$ cat src/rtl/meas_pkg.sv
// Shared types and helpers for the period meter: FSM state encoding and the
// period-to-LED bar-graph mapping.
package meas_pkg;

  typedef enum logic {
    IDLE    = 1'b0,
    MEASURE = 1'b1
  } meas_state_e;

  // Band comparisons are done at this width; WIDTH up to 32 bits fits.
  localparam int unsigned BAND_W = 32;

  // Active-high bar: more lit segments for longer periods.
  function automatic logic [2:0] led_band(
    input logic [BAND_W-1:0] p,
    input logic [BAND_W-1:0] th0,
    input logic [BAND_W-1:0] th1,
    input logic [BAND_W-1:0] th2
  );
    logic [2:0] bar;
    if (p < th0)      bar = 3'b000;
    else if (p < th1) bar = 3'b001;
    else if (p < th2) bar = 3'b011;
    else              bar = 3'b111;
    return bar;
  endfunction

  function automatic logic [2:0] led_pins(input logic [2:0] lit, input logic active_low);
    return active_low ? ~lit : lit;
  endfunction

endpackage

$ cat src/rtl/sync_rise_det.sv
// Two-flop synchroniser for an asynchronous input followed by a rising-edge
// detector; rise is a combinational one-cycle pulse off the synchronised level.
module sync_rise_det (
  input  logic sys_clk,
  input  logic sys_rst_n,
  input  logic d_async,
  output logic rise
);

  logic s1, s2, s2_d;

  // Reset to 1 so a level already high at reset release never looks like an edge.
  always_ff @(posedge sys_clk) begin
    if (!sys_rst_n) begin
      s1   <= 1'b1;
      s2   <= 1'b1;
      s2_d <= 1'b1;
    end else begin
      s1   <= d_async;
      s2   <= s1;
      s2_d <= s2;
    end
  end

  assign rise = s2 & ~s2_d;

endmodule

$ cat src/rtl/period_meter.sv
// Times the rising-to-rising distance of sig_in in sys_clk cycles, flags a
// timeout when the wave stops, and shows the period band on three LEDs.
module period_meter
  import meas_pkg::*;
#(
  parameter int unsigned      WIDTH          = 24,
  parameter logic [WIDTH-1:0] TIMEOUT_CYCLES = 24'd1000000,
  parameter logic [WIDTH-1:0] TH0            = 24'd100,
  parameter logic [WIDTH-1:0] TH1            = 24'd1000,
  parameter logic [WIDTH-1:0] TH2            = 24'd10000,
  parameter bit               LED_ACTIVE_LOW = 1'b1
) (
  input  logic             sys_clk,
  input  logic             sys_rst_n,
  input  logic             sig_in,
  output logic [WIDTH-1:0] period,
  output logic             period_valid,
  output logic             timeout,
  output logic [2:0]       led,
  output meas_state_e      state_dbg
);

  // period_valid is a one-cycle strobe with no ready/backpressure: a consumer
  // must capture period in the cycle period_valid is high, or it misses it.

  localparam logic [2:0] LED_UNLIT = LED_ACTIVE_LOW ? 3'b111 : 3'b000;

  logic             rise;
  meas_state_e      state, state_d;
  logic [WIDTH-1:0] cnt, cnt_d, cnt_inc;
  logic [WIDTH-1:0] period_d;
  logic             valid_d, timeout_d;
  logic [2:0]       led_d;

  sync_rise_det u_sync (
    .sys_clk   (sys_clk),
    .sys_rst_n (sys_rst_n),
    .d_async   (sig_in),
    .rise      (rise)
  );

  assign cnt_inc   = cnt + WIDTH'(1);
  assign state_dbg = state;

  always_ff @(posedge sys_clk) begin
    if (!sys_rst_n) begin
      state        <= IDLE;
      cnt          <= '0;
      period       <= '0;
      period_valid <= 1'b0;
      timeout      <= 1'b0;
      led          <= LED_UNLIT;
    end else begin
      state        <= state_d;
      cnt          <= cnt_d;
      period       <= period_d;
      period_valid <= valid_d;
      timeout      <= timeout_d;
      led          <= led_d;
    end
  end

  always_comb begin
    state_d   = state;
    cnt_d     = cnt;
    period_d  = period;
    valid_d   = 1'b0;
    timeout_d = timeout;
    led_d     = led;
    case (state)
      IDLE: begin
        // No earlier edge to measure from, so the first rise only arms the counter.
        cnt_d = '0;
        if (rise) state_d = MEASURE;
      end
      MEASURE: begin
        if (rise) begin
          period_d  = cnt_inc;
          valid_d   = 1'b1;
          timeout_d = 1'b0;
          cnt_d     = '0;
          led_d     = led_pins(led_band(BAND_W'(cnt_inc), BAND_W'(TH0),
                                        BAND_W'(TH1), BAND_W'(TH2)), LED_ACTIVE_LOW);
        end else if (cnt_inc == TIMEOUT_CYCLES) begin
          timeout_d = 1'b1;
          cnt_d     = '0;
          state_d   = IDLE;
          led_d     = LED_UNLIT;
        end else begin
          cnt_d = cnt_inc;
        end
      end
      default: begin
        state_d = IDLE;
        cnt_d   = '0;
      end
    endcase
  end

endmodule

$ cat config.mk
export PLATFORM = sky130hd
export DESIGN_NAME = period_meter
export DESIGN_NICKNAME = d
export VERILOG_FILES = /design/src/rtl/meas_pkg.sv /design/src/rtl/sync_rise_det.sv /design/src/rtl/period_meter.sv
export SDC_FILE = /design/constraint.sdc
export NUM_CORES = 1
export LEC_CHECK = 0
export CORE_ASPECT_RATIO = 0.75
export CORE_MARGIN = 10
export CORE_UTILIZATION = 46
export DETAILED_ROUTE_END_ITERATION = 6
export GPL_ROUTABILITY_DRIVEN = 0
export PLACE_DENSITY = 0.67
export SLEW_MARGIN = 10
export SYNTH_ARGS = -nofsm -noshare
export SYNTH_HDL_FRONTEND = slang
export SYNTH_SLANG_ARGS = --single-unit
$ cat constraint.sdc
create_clock -name sys_clk -period 3.2 [get_ports sys_clk]
set_clock_uncertainty 0.05 [all_clocks]
set_input_delay 0.48 -clock sys_clk [delete_from_list [all_inputs] [get_ports sys_clk]]
set_output_delay 0.48 -clock sys_clk [all_outputs]
set_load 0.05 [all_outputs]
==> results_dict.tcl <==
set metrics [dict create \
    critPathBufInv 0 \
    cp-start-kind "flip-flop" \
    antenna_found_initial 0 \
    synth_top_family_by_area "simple AND/OR/NAND/NOR gates" \
    firstDrtPassIters 4 \
    post-dp-hpwl_um 4800 \
    cts_max_path_buffers 2 \
    yosysSeqAreaShare_pct 42.9 \
    min_period_ns 2.93 \
    die_x_um 108 \
    fin_ws_ns 0.267 \
    regArea_um2 1140 \
    cts.sinks 57 \
    ctsHoldBuffers 0 \
    tritoncts "built" \
    gr-total-overflow 0 \
    syn_nets 312 \
    netlist_instances 308 \
    power_leakage_nw 1.06 \
    setup_viol 0 \
    root_buffer "clkbuf_8" \
    core_area_um2 5470 \
    cts_buffers 9 \
    vias_per_cell 5.51 \
    yosys.area_share.xor_xnor_pct 7.57 \
    avgSynthCellArea_um2 8.64 \
    fmax_mhz 341 \
    synth_cell_types 49 \
    die_area_um2 9260 \
    grt_pass1_wl_um 11000 \
    yosysWarnings 0 \
    hold_path_class "reg -> reg" \
    postCtsSetupRepairBufs 0 \
    multi_input_area_um2 1390 \
    io_pins 33 \
    max_stage_delay_ns 0.60 \
    drtIter0Drc 175 \
    cp_cell_sequence "ha_1, nand3_4, nor4_1, xnor2_1, nand4_1, or4b_4, o21bai_4, nor2_1" \
    port_buffers 32 \
    rrSetupSlack_ns 0.27 \
    tightest_slew_ns 0.554 \
    status "finished, final reports clean" \
    final_antenna_net_count 0 \
    post_drt_wl_per_cell_um 15.3 \
    clk_pin_slew_worst_paths_ns 0.06 \
    finalHoldViolCount 0 \
    fin_area_um2 3270 \
    synth_mux_area_share_pct 0.753 \
    worst-path-max-fanout 9 \
    slew_headroom_pct 62.7 \
    n_fill_cell 518 \
    worstSetupEndpointType "flip-flop" \
    synthAdderAreaFrac_pct 0.470 \
    postPlaceCellArea_um2 3040 \
    route.detailed.drc 0 \
    synth_compound_area_share_pct 14.9 \
    slew_violations 0 \
    totalPowerFinal_mw 1.49 \
    vias 2332 \
    synth_seq_cells 57 \
    power_density_nw_per_um2 456 \
    layout-drive-gt1-share_pct 8.91 \
    h-tree-depth 3 \
    crit_path_top_delay_cell "or4b_4" \
    synth_ff_type "dfxtp_1" \
    criticalPathCategory "reg -> reg" \
    ys_async_sr_fraction_pct 0 \
    groute.usage.overall_pct 14.8 \
    clk_latency_ns 0.33 \
    dp_slack_ns 0.291 \
    cp.arrival_ns 3.09 \
    die_height_um 85.9 \
    final_common_cell "nor2_1" \
    initial_core_util_pct 48.6 \
    required_ns 3.35 \
    num_antenna_cells 0 \
    final_nets 347 \
    hold-worst-slack_ns 0.355 \
    synth-simple-area-share_pct 28.4 \
    grt_pass1_vias 2196 \
    rsz0062_at_grt "false" \
    tns_ns 0 \
    routed_wl_um 6490 \
    drv_cap 0 \
    fp-row-count 23 \
    crit_family "simple AND/OR/NAND/NOR gates" \
    syn2layout_area_growth_pct 22.8 \
    ir_drop_v 0.000254 \
    synth_edf_count 0 \
    cts_resized 0 \
    synthesis.area_um2 2660 \
    layout_common_cells "nor2_1 (61), dfxtp_1 (57), clkdlybuf4s50_1 (32), a211oi_1 (22), xnor2_1 (16)" \
    fin_crit_sh_pct 91.7 \
    grt_max_degree 27 \
]
==> layout make-up <==
type | count | share of cell area, %
Multi-Input combinational cell | 226 | 42.5
Clock inverter | 2 | 1.84
Clock buffer | 14 | 4.98
Sequential cell | 57 | 34.9
Tap cell | 75 | 2.87
Inverter | 7 | 0.805
Timing Repair Buffer | 42 | 12.1
==> synth_stat cells, types with 6 or more instances <==
master    count  share of area (%)
clkbuf_1      9                1.3
nand4_1      11                2.6
nand3_1       9                1.7
xor2_1        7                2.3
a21oi_1      12                2.3
nor2_1       61                8.6
nor3_1        6                1.1
nand2_1      14                2.0
a211oi_1     22                6.2
nand2b_1      7                1.6
nor4_1        9                2.1
xnor2_1      16                5.3
dfxtp_1      57                 43
inv_1         6               0.85
==> per-layer routing <==
| metal | GRT usage [%] | share of wire, % |
|---|---|---|
| met4 | 4.12 | 0.82 |
| met2 | 21.7 | 43 |
| met3 | 6.65 | 8.3 |
| met5 | 0 | 0 |
| met1 | 19.0 | 47 |
==> worst paths after layout <==
check | endpoint | depth (start not counted) | start
max | cnt[14]$_SDFF_PP0_ | 8 | cnt[0]$_SDFF_PP0_
min | u_sync.s2$_SDFF_PN1_ | 1 | u_sync.s1$_SDFF_PN1_
max reg2reg | cnt[14]$_SDFF_PP0_ | 8 | cnt[0]$_SDFF_PP0_
min reg2reg | u_sync.s2$_SDFF_PN1_ | 1 | u_sync.s1$_SDFF_PN1_
==> sequential cells by signal, indices dropped and copies added, names as in the netlist <==
name,flops
cnt,24
led,3
period,24
period_valid,1
state_dbg,1
timeout,1
u_sync.s1,1
u_sync.s2,1
u_sync.s2_d,1
==> through the flow <==
step	instances	utilization [%]
after floorplan	308	-
after global placement	407	55.7
after detailed placement	407	55.7
after CTS	423	59.7
after global routing	423	59.7
final	423	59.7
==> cell families (layout without fill, tap and decap cells) <==
family | Yosys count | count (layout)
AO/OA/AOI/OAI | 56 | 56
XOR/XNOR | 23 | 23
adder cells (fa/ha/maj) | 1 | 1
buffers and inverters | 25 | 65
flip-flops | 57 | 57
multiplexers | 2 | 2
AND/OR/NAND/NOR | 144 | 144
==> power breakdown <==
group | switching [mW] | internal [mW]
registers | 0.00215 | 0.713
logic | 0.0183 | 0.00962
clock network | 0.263 | 0.482
No activity file was read; power rests on OpenSTA's default activity.
